### config.mk
export PLATFORM = sky130hd
export DESIGN_NAME = uart_tx_frame
export DESIGN_NICKNAME = d
export VERILOG_FILES = /design/src/rtl/uart_tx_frame.sv
export SDC_FILE = /design/constraint.sdc
export NUM_CORES = 1
export LEC_CHECK = 0
export ABC_CLOCK_PERIOD_IN_PS = 3600
export CAP_MARGIN = 40
export CORE_ASPECT_RATIO = 0.5
export CORE_MARGIN = 2
export CORE_UTILIZATION = 45
export CTS_CLUSTER_DIAMETER = 60
export CTS_CLUSTER_SIZE = 16
export DETAILED_ROUTE_END_ITERATION = 8
export PLACE_DENSITY = 0.65
export SYNTH_ARGS = -nofsm -noshare
export SYNTH_HDL_FRONTEND = slang
export SYNTH_SLANG_ARGS = --single-unit
### constraint.sdc
create_clock -name CLK -period 3.6 [get_ports CLK]
set_input_delay 0.72 -clock CLK [delete_from_list [all_inputs] [get_ports CLK]]
set_output_delay 0.72 -clock CLK [all_outputs]
set_load 0.01 [all_outputs]
### src/rtl/uart_tx_frame.sv
// uart_tx_frame: asynchronous UART transmitter.
// Each frame is a start bit, DATA_WIDTH data bits sent LSB first, an optional
// parity bit and one stop bit. Every bit lasts `prescale` system clocks.
// TX_OUT and busy are registered and track the state entered at each edge.
module uart_tx_frame #(
    parameter int DATA_WIDTH = 8
) (
    input  logic                  CLK,
    input  logic                  RST,
    input  logic [DATA_WIDTH-1:0] P_DATA,
    input  logic                  Data_Valid,
    input  logic                  PAR_EN,
    input  logic                  PAR_TYP,
    input  logic [5:0]            prescale,
    output logic                  TX_OUT,
    output logic                  busy
);

    localparam logic [2:0] S_IDLE   = 3'd0;
    localparam logic [2:0] S_START  = 3'd1;
    localparam logic [2:0] S_DATA   = 3'd2;
    localparam logic [2:0] S_PARITY = 3'd3;
    localparam logic [2:0] S_STOP   = 3'd4;

    localparam int              BW       = (DATA_WIDTH > 1) ? $clog2(DATA_WIDTH) : 1;
    localparam logic [BW-1:0]   LAST_BIT = BW'(DATA_WIDTH - 1);

    logic [2:0]            r_state;
    logic [5:0]            r_cyc;
    logic [5:0]            r_pre_m1;
    logic [BW-1:0]         r_bit;
    logic [DATA_WIDTH-1:0] r_shift;
    logic                  r_par;
    logic                  r_par_en;
    logic                  r_tx;
    logic                  r_busy;

    logic [5:0]            w_pre_m1;
    logic                  w_bit_end;

    // Decode prescale into a terminal count; unsupported values fall back to 8.
    always_comb begin
        w_pre_m1 = 6'd7;
        case (prescale)
            6'd16:   w_pre_m1 = 6'd15;
            6'd32:   w_pre_m1 = 6'd31;
            default: w_pre_m1 = 6'd7;
        endcase
    end

    assign w_bit_end = (r_cyc == r_pre_m1);

    // Frame sequencer: accepts a request when idle, then walks through the bits.
    // The shift register is advanced when each data bit is launched, so bit 0
    // of the register always holds the next data bit to send.
    always_ff @(posedge CLK) begin
        if (RST) begin
            r_state  <= S_IDLE;
            r_cyc    <= '0;
            r_pre_m1 <= '0;
            r_bit    <= '0;
            r_shift  <= '0;
            r_par    <= 1'b0;
            r_par_en <= 1'b0;
            r_tx     <= 1'b1;
            r_busy   <= 1'b0;
        end else begin
            case (r_state)
                S_IDLE: begin
                    r_tx   <= 1'b1;
                    r_busy <= 1'b0;
                    r_cyc  <= '0;
                    if (Data_Valid) begin
                        r_state  <= S_START;
                        r_tx     <= 1'b0;
                        r_busy   <= 1'b1;
                        r_shift  <= P_DATA;
                        r_par    <= (^P_DATA) ^ PAR_TYP;
                        r_par_en <= PAR_EN;
                        r_pre_m1 <= w_pre_m1;
                        r_bit    <= '0;
                    end
                end

                S_START: begin
                    if (w_bit_end) begin
                        r_cyc   <= '0;
                        r_state <= S_DATA;
                        r_tx    <= r_shift[0];
                        r_shift <= r_shift >> 1;
                    end else begin
                        r_cyc <= r_cyc + 6'd1;
                    end
                end

                S_DATA: begin
                    if (w_bit_end) begin
                        r_cyc <= '0;
                        if (r_bit == LAST_BIT) begin
                            if (r_par_en) begin
                                r_state <= S_PARITY;
                                r_tx    <= r_par;
                            end else begin
                                r_state <= S_STOP;
                                r_tx    <= 1'b1;
                            end
                        end else begin
                            r_bit   <= r_bit + 1'b1;
                            r_tx    <= r_shift[0];
                            r_shift <= r_shift >> 1;
                        end
                    end else begin
                        r_cyc <= r_cyc + 6'd1;
                    end
                end

                S_PARITY: begin
                    if (w_bit_end) begin
                        r_cyc   <= '0;
                        r_state <= S_STOP;
                        r_tx    <= 1'b1;
                    end else begin
                        r_cyc <= r_cyc + 6'd1;
                    end
                end

                S_STOP: begin
                    if (w_bit_end) begin
                        r_cyc   <= '0;
                        r_state <= S_IDLE;
                        r_tx    <= 1'b1;
                        r_busy  <= 1'b0;
                    end else begin
                        r_cyc <= r_cyc + 6'd1;
                    end
                end

                default: begin
                    r_state <= S_IDLE;
                    r_cyc   <= '0;
                    r_tx    <= 1'b1;
                    r_busy  <= 1'b0;
                end
            endcase
        end
    end

    assign TX_OUT = r_tx;
    assign busy   = r_busy;

endmodule

* Word level (Yosys, flattened, before mapping)
Index checks and enable logic that the tools add are counted.
** Word-level totals
- Bits in registers :: 30
- Input port bits :: 19
- Output and inout port bits :: 2
- Logic and storage cells :: 72
** Cells by class
- Add/sub/neg operators :: 2
- Equality and inequality tests :: 16
- Muxes and demuxes :: 28
- Bitwise logic cells :: 3
- Reduce and logical (&&, ||, !) cells :: 14
** Operator list (count)
- 2-to-1 mux 8 bit :: 4
- 2-to-1 mux 3 bit :: 10
- one-hot mux 8 bit (3 select lines) :: 1
- one-hot mux 3 bit (5 select lines) :: 1
- inequality test 2 bit, second input constant :: 7
- one-hot mux 5 bit (2 select lines) :: 1
- 2-to-1 mux 1 bit :: 8
- XOR reduction 8 bit :: 1
- adder 6 x 1 -> 6 bit, second input constant :: 1
- equality test 3 x 2 -> 1 bit, second input constant :: 2
- equality test 3 bit, second input constant :: 2
- equality test 6 x 5 -> 1 bit, second input constant :: 1
- equality test 6 bit :: 1
- equality test 6 bit, second input constant :: 1
- one-hot mux 3 bit (2 select lines) :: 1
- AND reduction 6 bit :: 1
- OR reduction 3 bit :: 2
- AND reduction 5 bit :: 1
- one-hot mux 1 bit (4 select lines) :: 1
- AND reduction 2 bit :: 2
- AND reduction 4 bit :: 1
- OR reduction 4 bit :: 1
- adder 3 x 1 -> 3 bit, second input constant :: 1
- equality test 3 x 1 -> 1 bit, second input constant :: 1
- 9 further kinds :: 10

* Longest topological paths before layout
Gate-level depths: netlist (run 1).
- Depth after elaboration :: 4
- Mapped depth :: 7
- Depth with buffers taken out :: 6

* Least setup slack after synthesis (run 1)
OpenSTA, ideal clock, no wires.
- Kind :: reg2reg
- Start :: register r_cyc[0]
- End :: register r_shift[6]
- Library setup time :: 0.070 ns
- Arrival time :: 2.002 ns
- Required time :: 3.530 ns
- Path slack :: 1.528 ns
- Cell stages (with the launch flop) :: 7
- Buffers on the path :: 1
- Cells stage by stage :: dfxtp_1 or4_4 a2111oi_4 a21boi_2 buf_6 or3_1 a21oi_1
** On the way
- Longest elaborated chain between the ends :: 3
- Elaborated cells on any way between the ends :: 4
** Ends and longest elaborated chain
- from (decl) :: RTL line 29 : logic [5:0] r_cyc;
- from (signal assigned) :: RTL line 92 : r_cyc <= r_cyc + 6'd1;
- from (signal assigned) :: RTL line 113 : r_cyc <= r_cyc + 6'd1;
- from (signal assigned) :: RTL line 123 : r_cyc <= r_cyc + 6'd1;
- equality test 6 bit (*) :: RTL line 51 : assign w_bit_end = (r_cyc == r_pre_m1);
- inequality test 2 bit (no line)
- AND reduction 5 bit (no line) (*)
- to (signal assigned) :: RTL line 90 : r_shift <= r_shift >> 1;
- to (signal assigned) :: RTL line 110 : r_shift <= r_shift >> 1;
- to (decl) :: RTL line 32 : logic [DATA_WIDTH-1:0] r_shift;
Mark *: on every way between the ends. The rest lies on a longest branch, timed or not.
A chain may end at the register's enable or synchronous reset.

* Worst setup path after layout (run 1)
- Start :: register r_cyc[0]
- End :: register r_shift[1]
The elaborated chain is that of the path after synthesis.

==> out/results.md, run 1 <==
* arrival time at the worst endpoint: 2.55 ns
* power density of the placed cells: 615 nW/µm²
* critical-path cell list: or4_4 > a2111oi_4 > a21boi_2 > or3_2 > a21oi_1
* number of inserted filler cells in the final layout: 304
* count of standard-cell rows: 14
* Syn Inst Count: 165
* final antenna-violating net count: 0
* clock root buffer: sky130_fd_sc_hd__clkbuf_8
* detail-routed net length per standard cell: 12.7 µm
* Synthesized Nets: 187
* Die Y-Extent: 44.1 µm
* number of buffers created by CTS: 3
* buffering stage count on the worst path with inverters included: 0
* worst setup timing slack at the placement stage: 1.22 ns
* total leakage power: 0.648 nW
* clock skew: 0.00248 ns
* number of enable-type register cells in the synthesized netlist: 0
* insertion delay to the later sink of the worst-skew pair: 0.27 ns
* max-cap violations: 0
* first-pass GRT wire length: 5.09 mm
* summed instance area of the synthesized netlist: 1450 µm²
* proportion of layout cells with a drive suffix above 1: 4.95%
* maximum number of pins on one net before global-route repair: 19
* RSZ-0062 raised after global routing: false
* die footprint: 3710 µm²
* CTS H-tree depth: 1
* DRT Wirelength: 2.83 mm
* worst-case setup margin in the final layout: 1.25 ns
* detailed-router iteration count before antenna repair: 7
* Slew @ Worst Pin: 0.810 ns
* Inserted Diodes: 0
* Slew Limit Headroom: 45.8%
* Post-Syn Area per Cell: 8.77 µm²
* number of gates given a new drive strength after cts: 0
* Port-buffer cells: 20
* Yosys reg bits: 27
* overall overflow remaining after global route: 0
* Die X-Extent: 84.2 µm
* yosys synthesis warning count: 0
* Placeable Area: 3030 µm²
* vias after detailed routing: 1,202
* nature of the critical path endpoint: flop
* register clock-pin slew on the reported worst setup and hold paths: 0.09 ns
* post-layout min period: 2.35 ns
* Synth-to-Final Area Change: 17.9%
* clock tree from TritonCTS: done
* most used flip-flop cell after synthesis: sky130_fd_sc_hd__dfxtp_1
* initial core utilization: 47.8%
* global routing usage summed across all routing layers: 17.1%
* vias in the first global route: 1,145
* outcome: completed
* drt drc: 0
* number of distinct library cells after synthesis: 38
* hold_buf cts: 0
* Crit path required time: 3.80 ns
* count of boundary I/O pins: 21
* fmax: 0.426 GHz
* final core occ: 56.3%
* Num Clock Sinks: 27
* Peak supply drop: 0.000336 V
* Iter 0 DRT Violations: 65
* ys async rst share: 0%
* ratio of final minimum period to clock period: 65.3%
* final hold violations: 0
* cell class contributing the biggest share of worst-path delay: simple AND/OR/NAND/NOR gates
* sum of net half-perimeters after detailed placement: 2.18 mm
* critical path fanouts, max: 15
* setup TNS: 0 ns
* postcts setup bufs: 0
* highest cell delay on the worst timing path: 0.55 ns
* final setup violation count: 0
* number of nets at the end of the flow: 205
* CTS max path bufs: 2
* type of element launching the critical path: flop
* sequential cell area fraction in the yosys report: 37.3%
* global placer's final weighted congestion: 0.849
* Worst Path Class, Setup: flop to flop
* Worst path slowest cell: sky130_fd_sc_hd__or4_4
* number of antenna violations at the first check in global routing: 0
* Pins Over Slew Limit: 0
* vias per std cell: 5.41
* class of the most critical hold timing path: flop to flop
==> report_power, final <==
| group | leakage (nW) | internal (mW) | switching [mW] |
|---|---|---|---|
| combinational | 0.404 | 0.223 | 0.231 |
| clock | 0.0228 | 0.0794 | 0.0915 |
| sequential | 0.220 | 0.363 | 0.0606 |
| total | 0.648 | 0.666 | 0.383 |
==> per-layer routing <==
| metal | track usage, % | wire [µm] | vias up |
|---|---|---|---|
| li1 | - | - | 630 |
| met1 | 22.5 | 1440 | 553 |
| met2 | 30.2 | 1280 | 17 |
| met3 | 5.04 | 102 | 2 |
| met4 | 0.968 | 5 | 0 |
| met5 | 0 | 0 | - |
==> worst reg2reg max path: cells and delay by family, from the launching register on <==
kind             cells  cell delay (ns)
flip-flops           1             0.37
AND/OR/NAND/NOR      2             1.06
AO/OA/AOI/OAI        3             0.85
==> layout by cell type, fill, tap and decap left out, types with 2 or more instances in the layout <==
cell	count
sky130_fd_sc_hd__nor2_1	18
sky130_fd_sc_hd__clkbuf_8	3
sky130_fd_sc_hd__dfxtp_1	27
sky130_fd_sc_hd__and3_1	3
sky130_fd_sc_hd__inv_1	5
sky130_fd_sc_hd__nor2b_1	2
sky130_fd_sc_hd__xnor2_1	8
sky130_fd_sc_hd__o21ai_0	13
sky130_fd_sc_hd__mux2i_1	8
sky130_fd_sc_hd__nor3_1	3
sky130_fd_sc_hd__nor4_1	2
sky130_fd_sc_hd__o211ai_1	2
sky130_fd_sc_hd__xor2_1	6
sky130_fd_sc_hd__or3_1	6
sky130_fd_sc_hd__a21oi_1	15
sky130_fd_sc_hd__a32o_1	5
sky130_fd_sc_hd__nand2_1	8
sky130_fd_sc_hd__clkdlybuf4s50_1	20
sky130_fd_sc_hd__nand3_1	7
sky130_fd_sc_hd__ha_1	3
==> sequential cells by signal (all words and copies together), names as in the netlist <==
name	cells
r_par	1
r_bit	3
r_state	3
r_par_en	1
r_shift	8
r_cyc	6
TX_OUT	1
r_pre_m1	3
busy	1
==> worst paths after layout <==
check                           cells past startpoint               startpoint  slack (ns)                 endpoint
worst max-delay path                                5      r_cyc[0]$_SDFF_PP0_        1.25  r_shift[1]$_SDFFE_PP0P_
worst min-delay path                                2  r_shift[1]$_SDFFE_PP0P_        0.48  r_shift[1]$_SDFFE_PP0P_
worst min register to register                      2  r_shift[1]$_SDFFE_PP0P_        0.48  r_shift[1]$_SDFFE_PP0P_
worst max register to register                      5      r_cyc[0]$_SDFF_PP0_        1.25  r_shift[1]$_SDFFE_PP0P_
==> through the flow <==
stage / instance area (µm²) / power, mW / hold WS (ns) / instances
floorplan: 1450 / 0.780 / 0.449 / 165
global placement: 1660 / 0.877 / 0.460 / 218
detailed placement: 1660 / 0.884 / 0.467 / 218
CTS: 1710 / 1.06 / 0.480 / 222
global route: 1710 / 1.13 / 0.501 / 222
finish: 1710 / 1.05 / 0.475 / 222
==> layout make-up <==
| class | instances | area [µm²] | area share, % |
|---|---|---|---|
| tap | 40 | 50.0 | 2.93 |
| inverter | 5 | 18.8 | 1.10 |
| sequential | 27 | 541 | 31.7 |
| multi-input combinational | 125 | 845 | 49.5 |
| clock buffer | 4 | 45.0 | 2.64 |
| timing repair buffer | 21 | 208 | 12.2 |
==> synth_stat cells, drive strengths merged, types with 3 or more instances <==
library cell,number,area [µm²]
buf,3,21.3
nand2,8,30.0
mux2i,8,80.1
nor2,18,67.6
o21ai,13,65.1
xor2,6,52.6
a32o,5,50.1
inv,5,18.8
nor3,3,15.0
dfxtp,27,541
xnor2,8,70.1
or3,7,45.1
a21oi,15,75.1
and3,3,18.8
ha,3,37.5
nand3,7,35.0
clkbuf,5,22.5
==> cells by family after synthesis <==
family / share of synthesized area (%)
compound gates: 21.0
mux: 5.53
xor+xnor: 10.0
simple gates: 19.2
fa+ha+maj: 2.59
flops: 37.3
buf+inv: 4.32
(Power assumes the default switching activity.)
==> run 2, diff against run 1 <==
Settings changed: ABC_CLOCK_PERIOD_IN_PS 3600 to 2080, PLACE_DENSITY 0.65 to 0.68.
Clock period 3.6 ns to 2.08 ns, I/O delays scaled along.
==> out/results.md, run 2 (same netlist as run 1, synthesis figures left out) <==
* outcome: finished, violations left
* failing checks: setup timing
* RSZ-0062 raised after global routing: true
* clock root buffer: sky130_fd_sc_hd__clkbuf_8
* Peak supply drop: 0.000703 V, +110%
* Synth-to-Final Area Change: 30.3%
* fmax: 0.471 GHz, +11%
* Port-buffer cells: 20, unchanged
* vias in the first global route: 1,208, +5.5%
* power dissipated by switching net loads: 0.782 mW, +100%
* number of antenna violations at the first check in global routing: 0, unchanged
* Die X-Extent: 84.2 µm, unchanged
* maximum number of pins on one net before global-route repair: 17, -2
* detail-routed net length per standard cell: 13.9 µm, +8.8%
* proportion of layout cells with a drive suffix above 1: 18.7%, +14 points
* Iter 0 DRT Violations: 42, -35%
* commonest cells after routing, fill and taps aside: sky130_fd_sc_hd__dfxtp_1, sky130_fd_sc_hd__clkdlybuf4s50_1, sky130_fd_sc_hd__nor2_1, sky130_fd_sc_hd__buf_4, sky130_fd_sc_hd__a21oi_1
* DRT Wirelength: 3.30 mm, +17%
* overall overflow remaining after global route: 0, unchanged
* insertion delay to the later sink of the worst-skew pair: 0.27 ns, about the same
* number of nets at the end of the flow: 221, +7.8%
* power density of the placed cells: 1110 nW/µm², +80%
* Min-Delay Endpoint: r_shift[2]$_SDFFE_PP0P_
* drt drc: 0, unchanged
* global placer's final weighted congestion: 0.899, +6.0%
* hold_buf cts: 0, unchanged
* total power: 2.09 mW, +99%
* final core occ: 62.3%, +5.9 points
* most common cell after layout, fill and taps aside: sky130_fd_sc_hd__dfxtp_1
* Die Y-Extent: 44.1 µm, unchanged
* die footprint: 3710 µm², unchanged
* CTS H-tree depth: 1, unchanged
* Switching Fraction: 37.4%, +0.96 points
* CTS max path bufs: 2, unchanged
* FF-to-FF setup slack: -0.04 ns, -1.29 ns
* post-layout min period: 2.12 ns, -0.228 ns
* detailed-router iteration count before antenna repair: 4, -3
* R2R Path End: r_bit[1]$_SDFFE_PP0P_
* multi-input gate area in the final layout: 900 µm², +6.5%
* ratio of final minimum period to clock period: 102%, +37 points
* Metal-1 WL: 1.61 mm, +12%
* biggest registers after layout: r_shift (8), r_cyc (6)
* max-cap violations: 0, unchanged
* class of the most critical hold timing path: flop to flop
* area after detailed placement: 1770 µm², +6.3%
* internal power consumption: 1.31 mW, +96%
* share of power burned in registers: 33.5%, -6.9 points
* register clock-pin slew on the reported worst setup and hold paths: 0.09 ns, about the same
* sum of net half-perimeters after detailed placement: 2.36 mm, +8.3%
* arrival time at the worst endpoint: 2.29 ns, -0.26 ns
* fraction of power consumed by the clock network: 14.5%, -1.8 points
* total leakage power: 0.743 nW, +15%
* clock tree from TritonCTS: done
* Num Clock Sinks: 27, unchanged
* Worst setup startpoint: r_cyc[1]$_SDFF_PP0_
* type of element launching the critical path: flop
* final hold violations: 0, unchanged
* startpoint of the most critical hold path: r_shift[2]$_SDFFE_PP0P_
* first-pass GRT wire length: 5.30 mm, +4.2%
* Worst Path Class, Setup: flop to flop
* worst-case setup margin in the final layout: -0.0409 ns, -1.29 ns
* top routing layer in use: met4
* Pins Over Slew Limit: 0, unchanged
* combinational cell fraction of total power: 52.0%, +8.7 points
* global routing usage summed across all routing layers: 17.9%, +0.77 points
* final setup violation count: 5, +5
* Inserted Diodes: 0, unchanged
* register cell area after layout: 542 µm², +0.23%
* vias per std cell: 5.43, +0.26%
* setup TNS: -0.153 ns, -0.153 ns
* met3 routed wirelength: 131 µm, +28%
* Largest register FFs: 8, unchanged
* final antenna-violating net count: 0, unchanged
* Placeable Area: 3030 µm², unchanged
* met2 WL post-DR: 1.54 mm, +20%
* count of boundary I/O pins: 21, unchanged
* largest register by flop count: r_shift
* nature of the critical path endpoint: flop
* Reg2Reg Launch Point: r_cyc[1]$_SDFF_PP0_
* number of inserted filler cells in the final layout: 259, -15%
* clock skew: 0.00473 ns, +0.00224 ns
* hold-critical path depth: 2, unchanged
* reg2reg path depth: 6, +1
* Slew @ Worst Pin: 0.397 ns, -0.413 ns
* vias after detailed routing: 1,292, +7.5%
* critical path fanouts, max: 4, -11
* Crit path required time: 2.25 ns, -1.55 ns
* Slew Limit Headroom: 73.5%, +28 points
* post-route cell area: 1890 µm², +11%
* initial core utilization: 47.8%, unchanged
* number of buffers created by CTS: 3, unchanged
* count of standard-cell rows: 14, unchanged
-- run 2: layout make-up --
| class | instances | area share (%) |
|---|---|---|
| timing repair buffer | 37 | 17.6 |
| clock buffer | 4 | 2.39 |
| multi-input combinational | 125 | 47.7 |
| tap | 40 | 2.65 |
| inverter | 5 | 0.995 |
| sequential | 27 | 28.7 |
-- run 2: how the worst max path moves through the flow --
stage | end | slack (ns) | depth (start not counted)
after floorplan | r_shift[6]$_SDFFE_PP0P_ | 0.008 | 6
after global placement | r_bit[0]$_SDFFE_PP0P_ | 0.003 | 6
after detailed placement | r_bit[0]$_SDFFE_PP0P_ | -0.08 | 6
after CTS | r_shift[0]$_SDFFE_PP0P_ | -0.05 | 6
after global routing | r_shift[0]$_SDFFE_PP0P_ | -0.09 | 6
final | r_bit[1]$_SDFFE_PP0P_ | -0.04 | 6
-- run 2: metal layers --
| metal | track usage (%) | vias to the layer above |
|---|---|---|
| li1 | - | 669 |
| met1 | 23.5 | 595 |
| met2 | 29.8 | 24 |
| met3 | 5.60 | 4 |
| met4 | 3.87 | 0 |
| met5 | 0 | - |
-- run 2: stage by stage --
| stage | hold WS (ns) | worst slack (ns) | std cells |
|---|---|---|---|
| 2_1_floorplan | 0.449 | 0.00821 | 165 |
| 3_3_place_gp | 0.462 | 0.00348 | 232 |
| 3_5_place_dp | 0.470 | -0.0827 | 232 |
| 4_1_cts | 0.486 | -0.0547 | 238 |
| 5_1_grt | 0.488 | -0.0887 | 238 |
| 6_report | 0.472 | -0.0409 | 238 |
-- run 2: critical path, cell delays in order (launching register included) --
cell and delay [ns]:
sky130_fd_sc_hd__dfxtp_2 0.33, sky130_fd_sc_hd__or4_4 0.56, sky130_fd_sc_hd__a2111oi_4 0.43, sky130_fd_sc_hd__buf_4 0.23, sky130_fd_sc_hd__a32o_2 0.18, sky130_fd_sc_hd__nand2_2 0.08
sky130_fd_sc_hd__a32o_1 0.23
-- run 2: power groups by stage --
stage	sequential [mW]	clock (mW)	combinational, mW
after global placement	0.698	0	0.923
after CTS	0.691	0.310	1.03
after floorplan	0.698	0	0.652
final	0.700	0.303	1.09
after detailed placement	0.702	0	0.934
after global routing	0.709	0.330	1.19
-- run 2: timing repair --
| action | in CTS | in global routing |
|---|---|---|
| setup endpoints to repair | 5 | 21 |
| pin swaps | 12 | 7 |
| endpoints found under the hold margin | 0 | 0 |
| resized for setup | 14 | 9 |
| buffers inserted | 2 | 0 |
==> run 3, diff against run 2 <==
Settings changed: ABC_AREA from default to 1, CELL_PAD_IN_SITES_DETAIL_PLACEMENT from default to 1, CELL_PAD_IN_SITES_GLOBAL_PLACEMENT from default to 1, CORE_MARGIN 2 to default, CORE_UTILIZATION 45 to 34, PLACE_DENSITY 0.68 to 0.71.
==> out/results.md, run 3 <==
* DRT Wirelength: 3.92 mm, +19%
* die footprint: 4880 µm², +32%
* most used flip-flop cell after synthesis: sky130_fd_sc_hd__dfxtp_1
* drt drc: 0, unchanged
* internal power consumption: 1.37 mW, +5.1%
* register clock-pin slew on the reported worst setup and hold paths: 0.09 ns, about the same
* Slew @ Worst Pin: 0.357 ns, -0.0402 ns
* global routing usage summed across all routing layers: 18.4%, +0.45 points
* most common cell after layout, fill and taps aside: sky130_fd_sc_hd__nand2_1
* fraction of power consumed by the clock network: 11.5%, -3.0 points
* hold_buf cts: 0, unchanged
* highest cell delay on the worst timing path: 0.54 ns, -0.02 ns
* number of inserted filler cells in the final layout: 558, +120%
* count of boundary I/O pins: 21, unchanged
* placed instance count: 316, +36%
* initial core utilization: 37.7%, -10 points
* adder and majority gate portion of the synthesized area: 2.40%, -0.19 points
* startpoint of the most critical hold path: busy$_SDFFE_PP0P_
* Worst Path Class, Setup: flop to primary output
* CTS max path bufs: 2, unchanged
* Synth Area in Compound Gates: 9.05%, -12 points
* sum of net half-perimeters after detailed placement: 3.19 mm, +35%
* register cell area after layout: 541 µm², -0.23%
* number of distinct library cells after synthesis: 28, -26%
* final hold violations: 0, unchanged
* area fraction of the dominant cell type after synthesis: 34.6%, -2.7 points
* combinational cell fraction of total power: 57.7%, +5.7 points
* post-synthesis cell type with the largest combined area: sky130_fd_sc_hd__dfxtp_1
* hold-critical path depth: 2, unchanged
* critical-path cell list: clkdlybuf4s50_1
* Port-buffer cells: 20, unchanged
* insertion delay to the later sink of the worst-skew pair: 0.28 ns, about the same
* proportion of layout cells with a drive suffix above 1: 11.3%, -7.4 points
* clock root buffer: sky130_fd_sc_hd__clkbuf_8
* final antenna-violating net count: 0, unchanged
* vias after detailed routing: 1,571, +22%
* type of element launching the critical path: flop
* number of antenna violations at the first check in global routing: 0, unchanged
* most repeated cell in the gate-level netlist after synthesis: sky130_fd_sc_hd__nand2_1
* max-cap violations: 0, unchanged
* number of nets at the end of the flow: 289, +31%
* dominant combinational cell family by area after synthesis: simple AND/OR/NAND/NOR gates
* fmax: 0.635 GHz, +35%
* filler-free cell count of the finished design: 320, +34%
* Synthesized Nets: 263, +41%
* Reg2Reg Launch Point: r_bit[0]$_SDFFE_PP0P_
* Peak supply drop: 0.000440 V, -38%
* reg2reg path depth: 9, +3
* total power: 2.68 mW, +28%
* final setup violation count: 0, -5
* cell class contributing the biggest share of worst-path delay: buffers and inverters
* Slew Limit Headroom: 76.2%, +2.7 points
* vias per std cell: 4.91, -9.6%
* vias in the first global route: 1,640, +36%
* parity-gate share of the synthesized area counting xor and xnor cells: 3.37%, -6.7 points
* simple logic cell fraction of the synthesized area: 42.3%, +23 points
* power dissipated by switching net loads: 1.31 mW, +67%
* Pins Over Slew Limit: 0, unchanged
* setup TNS: 0 ns, +0.153 ns
* global placer's final weighted congestion: 0.817, -9.1%
* summed instance area of the synthesized netlist: 1560 µm², +7.9%
* commonest cells after routing, fill and taps aside: sky130_fd_sc_hd__nand2_1, sky130_fd_sc_hd__nor2_1, sky130_fd_sc_hd__dfxtp_1, sky130_fd_sc_hd__inv_1, sky130_fd_sc_hd__clkdlybuf4s50_1
* postcts setup bufs: 0, -2
* Synth-to-Final Area Change: 21.0%
* number of buffers created by CTS: 3, unchanged
* Switching Fraction: 48.8%, +11 points
* nature of the critical path endpoint: primary output
* cell types with the highest counts after synthesis: sky130_fd_sc_hd__nand2_1, sky130_fd_sc_hd__nor2_1, sky130_fd_sc_hd__dfxtp_1
* Num Clock Sinks: 27, unchanged
* share of power burned in registers: 30.9%, -2.6 points
* Inserted Diodes: 0, unchanged
* maximum number of pins on one net before global-route repair: 16, -1
* post-layout min period: 1.58 ns, -0.546 ns
* detail-routed net length per standard cell: 12.2 µm, -12%
* CTS H-tree depth: 1, unchanged
* overall overflow remaining after global route: 0, unchanged
* ratio of final minimum period to clock period: 75.7%, -26 points
* ys async rst share: 0%, unchanged
* yosys synthesis warning count: 0, unchanged
* Crit path required time: 1.66 ns, -0.59 ns
* critical path fanouts, max: 2, -2
* FF-to-FF setup slack: 0.53 ns, +0.57 ns
* count of standard-cell rows: 16, +2
* clock tree from TritonCTS: done
* first-pass GRT wire length: 7.14 mm, +35%
* mux contribution to synthesized area: 0%, -5.5 points
* Min-Delay Endpoint: busy$_SDFFE_PP0P_
* Placeable Area: 4140 µm², +37%
* Iter 0 DRT Violations: 23, -45%
* Post-Syn Area per Cell: 6.48 µm², -26%
* arrival time at the worst endpoint: 1.16 ns, -1.13 ns
* clock skew: 0.00270 ns, -0.00202 ns
* Die Y-Extent: 49.9 µm, +13%
* multi-input gate area in the final layout: 892 µm², -0.83%
* sequential cell area fraction in the yosys report: 34.6%, -2.7 points
* RSZ-0062 raised after global routing: false
* biggest registers after layout: r_shift (8), r_cyc (6)
* number of enable-type register cells in the synthesized netlist: 0, unchanged
* Largest register FFs: 8, unchanged
* Die X-Extent: 97.8 µm, +16%
* Syn Inst Count: 241, +46%
* Worst path slowest cell: sky130_fd_sc_hd__clkdlybuf4s50_1
* largest register by flop count: r_shift
* buffering stage count on the worst path with inverters included: 1, unchanged
* total leakage power: 0.890 nW, +20%
* power density of the placed cells: 1420 nW/µm², +28%
* Yosys reg bits: 27, unchanged
* most area-consuming cells after synthesis: sky130_fd_sc_hd__dfxtp_1, sky130_fd_sc_hd__nand2_1, sky130_fd_sc_hd__nor2_1
* R2R Path End: r_shift[6]$_SDFFE_PP0P_
* number of gates given a new drive strength after cts: 0, -14
* detailed-router iteration count before antenna repair: 4, unchanged
* outcome: completed
* class of the most critical hold timing path: flop to flop
* final core occ: 45.6%, -17 points
* post-route cell area: 1890 µm², +0.13%
* area after detailed placement: 1840 µm², +4.3%
run 3: changes by cell type after synthesis, moves of 5 or more:
| cell | before | now |
|---|---|---|
| sky130_fd_sc_hd__o21ai_0 | 13 | 4 |
| sky130_fd_sc_hd__inv_1 | 5 | 20 |
| sky130_fd_sc_hd__inv_2 | 0 | 11 |
| sky130_fd_sc_hd__nor2_1 | 18 | 34 |
| sky130_fd_sc_hd__a32o_1 | 5 | 0 |
| sky130_fd_sc_hd__xnor2_1 | 8 | 3 |
| sky130_fd_sc_hd__nand2_1 | 8 | 76 |
| sky130_fd_sc_hd__or3_1 | 6 | 0 |
| sky130_fd_sc_hd__nand4_1 | 1 | 9 |
| sky130_fd_sc_hd__nand2_2 | 0 | 6 |
| sky130_fd_sc_hd__mux2i_1 | 8 | 0 |
run 3: cells by family after synthesis:
group | Yosys count
buf+inv | 34
fa+ha+maj | 3
simple gates | 145
xor+xnor | 6
compound gates | 26
flops | 27
run 3: cell type report:
type | instances | area share, %
multi-input cells | 180 | 47.2
flip-flops and latches | 27 | 28.6
repair buffers | 23 | 11.8
inverters | 32 | 6.36
well taps | 54 | 3.58
clock buffers | 3 | 2.19
clock inverters | 1 | 0.265
run 3: per-layer routing:
| metal | global-route usage [%] | wire length [µm] |
|---|---|---|
| met1 | 21.2 | 1920 |
| met2 | 35.2 | 1870 |
| met3 | 4.26 | 96 |
| met4 | 3.03 | 23 |
| met5 | 0 | 0 |
run 3: metrics by stage:
stage | worst slack, ns | hold WS, ns
6_report | 0.505 | 0.468
5_1_grt | 0.374 | 0.499
4_1_cts | 0.482 | 0.475
3_5_place_dp | 0.368 | 0.459
3_3_place_gp | 0.406 | 0.449
2_1_floorplan | 0.749 | 0.441
run 3: how the worst max path moves through the flow:
| stage | end | slack [ns] | depth (start not counted) | from |
|---|---|---|---|---|
| 6_report | TX_OUT | 0.50 | 1 | TX_OUT$_SDFFE_PP1P_ |
| 5_1_grt | r_shift[5]$_SDFFE_PP0P_ | 0.37 | 9 | r_bit[0]$_SDFFE_PP0P_ |
| 4_1_cts | TX_OUT | 0.48 | 1 | TX_OUT$_SDFFE_PP1P_ |
| 3_5_place_dp | r_par$_SDFFE_PP0P_ | 0.37 | 10 | P_DATA[2] |
| 3_3_place_gp | r_shift[2]$_SDFFE_PP0P_ | 0.41 | 7 | Data_Valid |
| 2_1_floorplan | r_shift[0]$_SDFFE_PP0P_ | 0.75 | 9 | r_bit[0]$_SDFFE_PP0P_ |
run 3: power groups by stage:
| stage | clock network (mW) | logic [mW] | registers, mW |
|---|---|---|---|
| 2_1_floorplan | 0 | 1.17 | 0.808 |
| 3_3_place_gp | 0 | 1.51 | 0.836 |
| 3_5_place_dp | 0 | 1.56 | 0.838 |
| 4_1_cts | 0.327 | 1.57 | 0.827 |
| 5_1_grt | 0.337 | 1.79 | 0.849 |
| 6_report | 0.308 | 1.55 | 0.827 |
